--- src/rtl/axil_cmd_arbiter.sv ---
`default_nettype none
// +--------------------------------------------------------------------------+
// | axil_cmd_arbiter: round-robin 2-requester command arbiter, AXI4-Lite mst |
// | Revision 1.0                                                             |
// +--------------------------------------------------------------------------+
module axil_cmd_arbiter #(
  parameter int DATA_WIDTH = 32,
  parameter int ADDR_WIDTH = 8,
  parameter int RESP_WIDTH = 3
) (
  input  logic                    s3_axi_aclk,
  input  logic                    s3_axi_aresetn,

  input  logic                    req0_valid,
  input  logic                    req0_write,
  input  logic [ADDR_WIDTH-1:0]   req0_addr,
  input  logic [DATA_WIDTH-1:0]   req0_wdata,
  input  logic [DATA_WIDTH/8-1:0] req0_wstrb,
  output logic                    req0_ready,
  output logic                    resp0_valid,
  output logic [DATA_WIDTH-1:0]   resp0_rdata,
  output logic [RESP_WIDTH-1:0]   resp0_resp,

  input  logic                    req1_valid,
  input  logic                    req1_write,
  input  logic [ADDR_WIDTH-1:0]   req1_addr,
  input  logic [DATA_WIDTH-1:0]   req1_wdata,
  input  logic [DATA_WIDTH/8-1:0] req1_wstrb,
  output logic                    req1_ready,
  output logic                    resp1_valid,
  output logic [DATA_WIDTH-1:0]   resp1_rdata,
  output logic [RESP_WIDTH-1:0]   resp1_resp,

  output logic [ADDR_WIDTH-1:0]   m3_axi_awaddr,
  output logic                    m3_axi_awvalid,
  input  logic                    m3_axi_awready,
  output logic [DATA_WIDTH-1:0]   m3_axi_wdata,
  output logic [DATA_WIDTH/8-1:0] m3_axi_wstrb,
  output logic                    m3_axi_wvalid,
  input  logic                    m3_axi_wready,
  input  logic [RESP_WIDTH-1:0]   m3_axi_bresp,
  input  logic                    m3_axi_bvalid,
  output logic                    m3_axi_bready,
  output logic [ADDR_WIDTH-1:0]   m3_axi_araddr,
  output logic                    m3_axi_arvalid,
  input  logic                    m3_axi_arready,
  input  logic [DATA_WIDTH-1:0]   m3_axi_rdata,
  input  logic [RESP_WIDTH-1:0]   m3_axi_rresp,
  input  logic                    m3_axi_rvalid,
  output logic                    m3_axi_rready
);

  localparam int STRB_WIDTH = DATA_WIDTH / 8;

  typedef enum logic [2:0] {
    S_IDLE    = 3'd0,
    S_GRANT   = 3'd1,
    S_WR_AW_W = 3'd2,
    S_WR_B    = 3'd3,
    S_RD_AR   = 3'd4,
    S_RD_R    = 3'd5,
    S_DONE    = 3'd6
  } state_t;

  state_t                  state_q, state_d;
  logic                    gnt_q, gnt_d;
  logic                    last_grant_q, last_grant_d;
  logic                    write_q, write_d;
  logic [ADDR_WIDTH-1:0]   addr_q, addr_d;
  logic [DATA_WIDTH-1:0]   wdata_q, wdata_d;
  logic [STRB_WIDTH-1:0]   wstrb_q, wstrb_d;
  logic                    aw_done_q, aw_done_d;
  logic                    w_done_q, w_done_d;
  logic                    awvalid_q, awvalid_d;
  logic                    wvalid_q, wvalid_d;
  logic                    bready_q, bready_d;
  logic                    arvalid_q, arvalid_d;
  logic                    rready_q, rready_d;
  logic                    req0_ready_q, req0_ready_d;
  logic                    req1_ready_q, req1_ready_d;
  logic                    resp0_valid_q, resp0_valid_d;
  logic                    resp1_valid_q, resp1_valid_d;
  logic [DATA_WIDTH-1:0]   resp0_rdata_q, resp0_rdata_d;
  logic [DATA_WIDTH-1:0]   resp1_rdata_q, resp1_rdata_d;
  logic [RESP_WIDTH-1:0]   resp0_resp_q, resp0_resp_d;
  logic [RESP_WIDTH-1:0]   resp1_resp_q, resp1_resp_d;

  logic                    pick1;
  logic                    aw_hs;
  logic                    w_hs;
  logic                    done_entry;
  logic [DATA_WIDTH-1:0]   done_rdata;
  logic [RESP_WIDTH-1:0]   done_resp;

  assign aw_hs = awvalid_q & m3_axi_awready;
  assign w_hs  = wvalid_q & m3_axi_wready;

  always_comb begin
    state_d       = state_q;
    gnt_d         = gnt_q;
    last_grant_d  = last_grant_q;
    write_d       = write_q;
    addr_d        = addr_q;
    wdata_d       = wdata_q;
    wstrb_d       = wstrb_q;
    aw_done_d     = aw_done_q;
    w_done_d      = w_done_q;
    awvalid_d     = awvalid_q;
    wvalid_d      = wvalid_q;
    bready_d      = bready_q;
    arvalid_d     = arvalid_q;
    rready_d      = rready_q;
    req0_ready_d  = 1'b0;
    req1_ready_d  = 1'b0;
    resp0_valid_d = 1'b0;
    resp1_valid_d = 1'b0;
    resp0_rdata_d = '0;
    resp1_rdata_d = '0;
    resp0_resp_d  = '0;
    resp1_resp_d  = '0;
    pick1         = 1'b0;
    done_entry    = 1'b0;
    done_rdata    = '0;
    done_resp     = '0;

    case (state_q)
      S_IDLE: begin
        if (req0_valid || req1_valid) begin
          // On a tie the requester that did not win last time takes the grant.
          pick1        = req1_valid && (!req0_valid || !last_grant_q);
          gnt_d        = pick1;
          last_grant_d = pick1;
          write_d      = pick1 ? req1_write : req0_write;
          addr_d       = pick1 ? req1_addr  : req0_addr;
          wdata_d      = pick1 ? req1_wdata : req0_wdata;
          wstrb_d      = pick1 ? req1_wstrb : req0_wstrb;
          req0_ready_d = !pick1;
          req1_ready_d = pick1;
          state_d      = S_GRANT;
        end
      end
      S_GRANT: begin
        if (write_q) begin
          awvalid_d = 1'b1;
          wvalid_d  = 1'b1;
          aw_done_d = 1'b0;
          w_done_d  = 1'b0;
          state_d   = S_WR_AW_W;
        end else begin
          arvalid_d = 1'b1;
          state_d   = S_RD_AR;
        end
      end
      S_WR_AW_W: begin
        if (aw_hs) begin
          awvalid_d = 1'b0;
          aw_done_d = 1'b1;
        end
        if (w_hs) begin
          wvalid_d = 1'b0;
          w_done_d = 1'b1;
        end
        if ((aw_done_q || aw_hs) && (w_done_q || w_hs)) begin
          bready_d = 1'b1;
          state_d  = S_WR_B;
        end
      end
      S_WR_B: begin
        if (m3_axi_bvalid) begin
          bready_d   = 1'b0;
          done_entry = 1'b1;
          done_resp  = m3_axi_bresp;
          state_d    = S_DONE;
        end
      end
      S_RD_AR: begin
        if (m3_axi_arready) begin
          arvalid_d = 1'b0;
          rready_d  = 1'b1;
          state_d   = S_RD_R;
        end
      end
      S_RD_R: begin
        if (m3_axi_rvalid) begin
          rready_d   = 1'b0;
          done_entry = 1'b1;
          done_rdata = m3_axi_rdata;
          done_resp  = m3_axi_rresp;
          state_d    = S_DONE;
        end
      end
      S_DONE: begin
        state_d = S_IDLE;
      end
      default: begin
        state_d = S_IDLE;
      end
    endcase

    // Response registers are loaded only for the granted side, so the other side reads 0.
    if (done_entry) begin
      if (gnt_q) begin
        resp1_valid_d = 1'b1;
        resp1_rdata_d = done_rdata;
        resp1_resp_d  = done_resp;
      end else begin
        resp0_valid_d = 1'b1;
        resp0_rdata_d = done_rdata;
        resp0_resp_d  = done_resp;
      end
    end
  end

  always_ff @(posedge s3_axi_aclk or negedge s3_axi_aresetn) begin
    if (!s3_axi_aresetn) begin
      state_q       <= S_IDLE;
      gnt_q         <= 1'b0;
      last_grant_q  <= 1'b1;
      write_q       <= 1'b0;
      addr_q        <= '0;
      wdata_q       <= '0;
      wstrb_q       <= '0;
      aw_done_q     <= 1'b0;
      w_done_q      <= 1'b0;
      awvalid_q     <= 1'b0;
      wvalid_q      <= 1'b0;
      bready_q      <= 1'b0;
      arvalid_q     <= 1'b0;
      rready_q      <= 1'b0;
      req0_ready_q  <= 1'b0;
      req1_ready_q  <= 1'b0;
      resp0_valid_q <= 1'b0;
      resp1_valid_q <= 1'b0;
      resp0_rdata_q <= '0;
      resp1_rdata_q <= '0;
      resp0_resp_q  <= '0;
      resp1_resp_q  <= '0;
    end else begin
      state_q       <= state_d;
      gnt_q         <= gnt_d;
      last_grant_q  <= last_grant_d;
      write_q       <= write_d;
      addr_q        <= addr_d;
      wdata_q       <= wdata_d;
      wstrb_q       <= wstrb_d;
      aw_done_q     <= aw_done_d;
      w_done_q      <= w_done_d;
      awvalid_q     <= awvalid_d;
      wvalid_q      <= wvalid_d;
      bready_q      <= bready_d;
      arvalid_q     <= arvalid_d;
      rready_q      <= rready_d;
      req0_ready_q  <= req0_ready_d;
      req1_ready_q  <= req1_ready_d;
      resp0_valid_q <= resp0_valid_d;
      resp1_valid_q <= resp1_valid_d;
      resp0_rdata_q <= resp0_rdata_d;
      resp1_rdata_q <= resp1_rdata_d;
      resp0_resp_q  <= resp0_resp_d;
      resp1_resp_q  <= resp1_resp_d;
    end
  end

  assign req0_ready     = req0_ready_q;
  assign req1_ready     = req1_ready_q;
  assign resp0_valid    = resp0_valid_q;
  assign resp1_valid    = resp1_valid_q;
  assign resp0_rdata    = resp0_rdata_q;
  assign resp1_rdata    = resp1_rdata_q;
  assign resp0_resp     = resp0_resp_q;
  assign resp1_resp     = resp1_resp_q;

  // The latched command drives both address channels; only one valid is ever raised.
  assign m3_axi_awaddr  = addr_q;
  assign m3_axi_araddr  = addr_q;
  assign m3_axi_wdata   = wdata_q;
  assign m3_axi_wstrb   = wstrb_q;
  assign m3_axi_awvalid = awvalid_q;
  assign m3_axi_wvalid  = wvalid_q;
  assign m3_axi_bready  = bready_q;
  assign m3_axi_arvalid = arvalid_q;
  assign m3_axi_rready  = rready_q;

endmodule
`default_nettype wire

--- config.mk ---
export PLATFORM = sky130hd
export DESIGN_NAME = axil_cmd_arbiter
export DESIGN_NICKNAME = d
export VERILOG_FILES = /design/src/rtl/axil_cmd_arbiter.sv
export SDC_FILE = /design/constraint.sdc
export NUM_CORES = 1
export LEC_CHECK = 0
export CAP_MARGIN = 10
export CORE_MARGIN = 2
export CORE_UTILIZATION = 40
export CTS_CLUSTER_SIZE = 24
export DETAILED_ROUTE_END_ITERATION = 12
export GPL_ROUTABILITY_DRIVEN = 0
export PLACE_DENSITY_LB_ADDON = 0.08
export SETUP_SLACK_MARGIN = 0.1
export SYNTH_ARGS = -nofsm -noshare
export SYNTH_HDL_FRONTEND = slang
export SYNTH_SLANG_ARGS = --single-unit
--- constraint.sdc ---
create_clock -name s3_axi_aclk -period 4.1 [get_ports s3_axi_aclk]
set_clock_uncertainty 0.2 [all_clocks]
set_input_delay 0.615 -clock s3_axi_aclk [delete_from_list [all_inputs] [get_ports s3_axi_aclk]]
set_output_delay 0.615 -clock s3_axi_aclk [all_outputs]
set_load 0.005 [all_outputs]
==> flow_summary.json, run 1 <==
{
  "status": "complete, no violations",
  "syn_avg_cell_area_sq_um": 11.8,
  "crit_arrival_ps": 2720,
  "num_vias": 4450,
  "yosysWarnings": 0,
  "die-area_sq_um": 13900,
  "max_cap_violations": 0,
  "ys_ff_latch": 131,
  "grt_start_max_net_pins": 69,
  "slew_violations": 0,
  "dp_worst_setup_slack_ps": 1270,
  "drc": 0,
  "maxSlewHeadroom": 0.422,
  "cp_num_buf_inv": 2,
  "crit_family": "simple AND/OR/NAND/NOR gates",
  "max_freq_mhz": 379,
  "crit_fanout": 48,
  "final_cells": 870,
  "post-dp-hpwl_um": 10500,
  "fin_crit_sh": 0.643,
  "ios": 268,
  "ff2ff_path_depth": 5,
  "synth_edf_count": 0,
  "hp-class": "input port to async pin",
  "cts_tree": "done",
  "cts_setup_buffers": 0,
  "path_common_cell": "buf_4",
  "ir_worst_vdd_mv": 0.297,
  "grt_pass1_wl_um": 24000,
  "viasPerCell": 5.11,
  "crit_required_ps": 4190,
  "max_slew.worst_pin.slew_ps": 866,
  "drtPass1Iterations": 4,
  "track_usage": 0.221,
  "setup_viol": 0,
  "power_density_nw_per_um2": 600,
  "final_antenna_net_count": 0,
  "cts_buffers": 17,
  "postPlaceCellArea_sq_um": 7950,
  "path_cells": "or3_1 > buf_4 > or2_1 > buf_4 > a221o_1",
  "clk_pin_slew_worst_paths_ps": 50,
  "r2r_slack_ps": 1460,
  "worstReg2RegEnd": "m3_axi_wdata[14]",
  "p_leak_nw": 3.88,
  "slowest_delay_ps": 580,
  "drive_above_1_share": 0.0659,
  "startpoint_type": "register",
  "hold_ws_ps": 118,
  "synthArstFlopShare": 1.00,
  "final-seq-area_sq_um": 3280,
  "timing.setup.tns_ps": 0,
  "core_area_sq_um": 12700,
  "fin_crit_ps": 2640,
  "post_cts_resized": 0,
  "io_buffers": 267,
  "wl_per_cell_um": 17.5,
  "grt_pass1_vias": 4517,
  "syn_area_sq_um": 5190,
  "synth_area_leaders": "dfrtp_1, a221o_1, and2_1",
  "nets": 827,
  "multiInputGateArea_sq_um": 1590,
  "fin_area_sq_um": 8540,
  "initial_core_util": 0.410,
  "syn2layout_area_growth_pct": 64.3,
  "yosysMostFrequentCell": "dfrtp_1",
  "htree_num_levels": 4,
  "path_class": "register to register",
  "synth_commonest_cells": "dfrtp_1, o21ai_0, and2_1, and3_1, inv_1",
  "ys_types": 37,
  "grt_overflow": 0,
  "die_w_um": 118,
  "hold_buffers": 0,
  "syn_inst": 439,
  "dp.cells": 843,
  "syn-num-nets": 576,
  "yosys.area.top_type_share": 0.626,
  "rsz0062_at_grt": "false",
  "num_rows": 41,
  "clkSinkCount": 131,
  "root_buffer": "clkbuf_16",
  "die_h_um": 118,
  "hold_viol_final": 0,
  "finalWorstSetupSlack_ps": 1460,
  "rr_startpoint": "state_q[2]",
  "wirelength_um": 15200,
  "cpMaxStageDelayCell": "or3_1",
  "antenna_found_initial": 0,
  "synthFlopType": "dfrtp_1",
  "clockBufferDepth": 2,
  "drtIter0Drc": 278,
  "synth_area_leader_cell": "dfrtp_1",
  "synth-seq-area-share": 0.631,
  "num_antenna_cells": 0,
  "clock_latency_ps": 410,
  "num-fill-cells": 984,
  "setup.worst_path.end_class": "register"
}
-- layout by cell type, fill, tap and decap left out, drive strengths merged --
| master | Yosys | layout |
|---|---|---|
| and4b | 2 | 2 |
| a31oi | 2 | 2 |
| nor3 | 3 | 3 |
| dfrtp | 130 | 130 |
| o221ai | 1 | 1 |
| nor2 | 13 | 13 |
| mux2i | 18 | 18 |
| a21boi | 1 | 1 |
| or3 | 1 | 1 |
| dfstp | 1 | 1 |
| nand4b | 1 | 1 |
| or3b | 2 | 2 |
| nor3b | 1 | 1 |
| a221o | 27 | 27 |
| and2 | 32 | 32 |
| and3 | 32 | 32 |
| o21ba | 2 | 2 |
| nand2b | 2 | 2 |
| nor2b | 6 | 6 |
| o2bb2ai | 2 | 2 |
| nand2 | 2 | 2 |
| o31a | 1 | 1 |
| clkbuf | 24 | 21 |
| o21ai | 41 | 41 |
| bufinv | 0 | 3 |
| a211oi | 1 | 1 |
| inv | 30 | 30 |
| clkinv | 0 | 3 |
| a21oi | 7 | 7 |
| o31ai | 1 | 1 |
| a22oi | 3 | 3 |
| or2 | 1 | 1 |
| buf | 20 | 10 |
| a21o | 2 | 2 |
| nor4 | 27 | 27 |
| clkdlybuf4s50 | 0 | 266 |
-- registers in the layout, indices dropped and copies added (netlist names), 3 cells and up --
register and flops:
resp0_resp 3, m3_axi_araddr 8, resp1_rdata 32, resp1_resp 3, state_q 3, resp0_rdata 32, m3_axi_wstrb 4, m3_axi_wdata 32
-- per-layer routing --
layer	routed length, um	vias to the layer above	GRT usage
met2	7540	208	0.369
met3	975	35	0.0601
met4	482	0	0.103
met5	0	-	0
met1	6240	2161	0.267
li1	-	2046	-
-- logic make-up (layout without fill, tap and decap cells) --
| family | Yosys count | in the layout | synth area share |
|---|---|---|---|
| compound gates | 91 | 91 | 0.123 |
| simple gates | 125 | 125 | 0.146 |
| buf+inv | 74 | 333 | 0.0655 |
| flops | 131 | 131 | 0.631 |
| mux | 18 | 18 | 0.0347 |
-- worst max path at each step --
stage	from	endpoint	slack (ps)	depth (start not counted)
2_1_floorplan	req1_valid	m3_axi_wdata[13]	2170	5
3_3_place_gp	req1_valid	m3_axi_wstrb[2]	1340	5
3_5_place_dp	req1_valid	m3_axi_wdata[4]	1270	5
4_1_cts	state_q[2]	m3_axi_wdata[14]	1480	5
5_1_grt	state_q[2]	m3_axi_wdata[21]	1360	5
6_report	state_q[2]	m3_axi_wdata[14]	1460	5
-- power by group --
part,leakage [nW],switching (W),internal (W)
sequential,1.72,0.000230,0.00164
clock,0.292,0.000503,0.000999
combinational,1.87,0.000714,0.00103
total,3.88,0.00145,0.00367
-- metrics by stage --
step                 util  total power (W)
finish              0.674          0.00512
global route        0.674          0.00538
CTS                 0.674          0.00515
detailed placement  0.628          0.00364
global placement    0.628          0.00360
floorplan               -          0.00264
-- layout make-up --
type,instances,share of cell area
Timing Repair Buffer,276,0.322
Tap cell,172,0.0252
Clock buffer,21,0.0563
Inverter,30,0.0132
Multi-Input combinational cell,234,0.187
Sequential cell,131,0.384
Clock inverter,6,0.0123
(Power assumes the default switching activity.)
==> inputs of run 2 (changes only) <==
--- a/config.mk
+++ b/config.mk
@@ -7,7 +7,7 @@
 export LEC_CHECK = 0
 export CAP_MARGIN = 10
 export CORE_MARGIN = 2
-export CORE_UTILIZATION = 40
+export CORE_UTILIZATION = 36
 export CTS_CLUSTER_SIZE = 24
 export DETAILED_ROUTE_END_ITERATION = 12
 export GPL_ROUTABILITY_DRIVEN = 0
==> constraint.sdc (replaced) <==
create_clock -name s3_axi_aclk -period 2.1 [get_ports s3_axi_aclk]
set_clock_uncertainty 0.2 [all_clocks]
set_input_delay 0.315 -clock s3_axi_aclk [delete_from_list [all_inputs] [get_ports s3_axi_aclk]]
set_output_delay 0.315 -clock s3_axi_aclk [all_outputs]
set_load 0.005 [all_outputs]
==> flow_summary.json, run 2 (synthesized netlist as in run 1, its figures left out) <==
{
  "ios": 268,
  "track_usage": 0.199,
  "mostFrequentLayoutCells": "clkdlybuf4s50_1, dfrtp_1, o21ai_0, and2_1, and3_1",
  "maxSlewHeadroom": 0.691,
  "max_slew.worst_pin.slew_ps": 464,
  "finalWorstSetupSlack_ps": 179,
  "grt_overflow": 0,
  "crit_required_ps": 2250,
  "wl_per_cell_um": 17.0,
  "crit_arrival_ps": 2070,
  "grt_pass1_vias": 4515,
  "power_density_nw_per_um2": 1170,
  "p_leak_nw": 3.95,
  "core_area_sq_um": 14000,
  "clock_latency_ps": 410,
  "clk_pin_slew_worst_paths_ps": 60,
  "drc": 0,
  "fin_area_sq_um": 8740,
  "hp-class": "input port to async pin",
  "drtIter0Drc": 231,
  "postPlaceCellArea_sq_um": 8110,
  "utilization": 0.625,
  "cts_buffers": 17,
  "root_buffer": "clkbuf_16",
  "viasPerCell": 4.95,
  "fin_crit_sh": 0.915,
  "startpoint_type": "register",
  "die-area_sq_um": 15400,
  "hold_viol_final": 0,
  "drive_above_1_share": 0.0840,
  "clockBufferDepth": 2,
  "io_buffers": 267,
  "timing.setup.tns_ps": 0,
  "syn2layout_area_growth_pct": 68.2,
  "cts_setup_buffers": 0,
  "max_freq_mhz": 521,
  "ir_worst_vdd_mv": 0.521,
  "slew_violations": 0,
  "num_vias": 4426,
  "path_class": "register to register",
  "crit_fanout": 46,
  "setup_viol": 0,
  "dp_worst_setup_slack_ps": 42.2,
  "htree_num_levels": 4,
  "num_rows": 43,
  "die_w_um": 124,
  "final_antenna_net_count": 0,
  "wirelength_um": 15200,
  "fin_crit_ps": 1920,
  "die_h_um": 124,
  "final_common_cell": "clkdlybuf4s50_1",
  "post-dp-hpwl_um": 10700,
  "initial_core_util": 0.371,
  "rsz0062_at_grt": "false",
  "cts_tree": "done",
  "setup.worst_path.end_class": "register",
  "antenna_found_initial": 0,
  "post_cts_resized": 0,
  "grt_start_max_net_pins": 67,
  "drtPass1Iterations": 4,
  "max_cap_violations": 0,
  "clkSinkCount": 131,
  "num_antenna_cells": 0,
  "grt_pass1_wl_um": 23200,
  "status": "complete, no violations",
  "nets": 838
}
==> run 2: timing repair <==
item,in CTS,in global routing
endpoints found under the setup margin,0,0
endpoints found under the hold margin,130,0
hold buffers,1,0
==> run 2: stage by stage <==
step	instances	hold slack, ps	total power, W
3_3_place_gp	861	6.65	0.00720
3_5_place_dp	861	12.4	0.00727
2_1_floorplan	439	-181	0.00516
6_report	894	118	0.0103
4_1_cts	894	111	0.0104
5_1_grt	894	142	0.0108
==> run 2: final cells by class <==
class | instances | area (sq um)
multi-input cells | 234 | 1590
clock buffers | 19 | 443
repair buffers | 287 | 2910
flip-flops and latches | 131 | 3280
clock inverters | 13 | 174
fillers | 1181 | 5250
well taps | 180 | 225
inverters | 30 | 113
==> run 2: report_power, final <==
group	internal (W)	switching, W	leakage, nW
Combinational	0.00215	0.00148	1.94
Clock	0.00192	0.00113	0.291
Sequential	0.00320	0.000373	1.72
==> run 2: final timing paths <==
check / from / endpoint / slack, ps / cells after the start
setup / recovery: state_q[2] / gnt_q / 180 / 6
hold / removal: s3_axi_aresetn / m3_axi_wdata[8] / 120 / 2
setup reg to reg: state_q[2] / gnt_q / 180 / 6
hold reg to reg: gnt_q / gnt_q / 270 / 1
max in group asynchronous: s3_axi_aresetn / resp0_rdata[18] / 980 / 3
min in group s3_axi_aclk: gnt_q / gnt_q / 270 / 1
==> run 2: per-layer routing <==
metal	track usage	routed length [um]
met1	0.241	6060
met2	0.337	7740
met3	0.0485	1040
met4	0.0906	364
met5	0	0
==> run 2: worst max-delay path, stage by stage (launching register included) <==
cell and delay [ps]:
dfrtp_1 370, or3_1 380, buf_4 290, nor2b_2 210, buf_12 190, buf_4 140, a21o_1 70
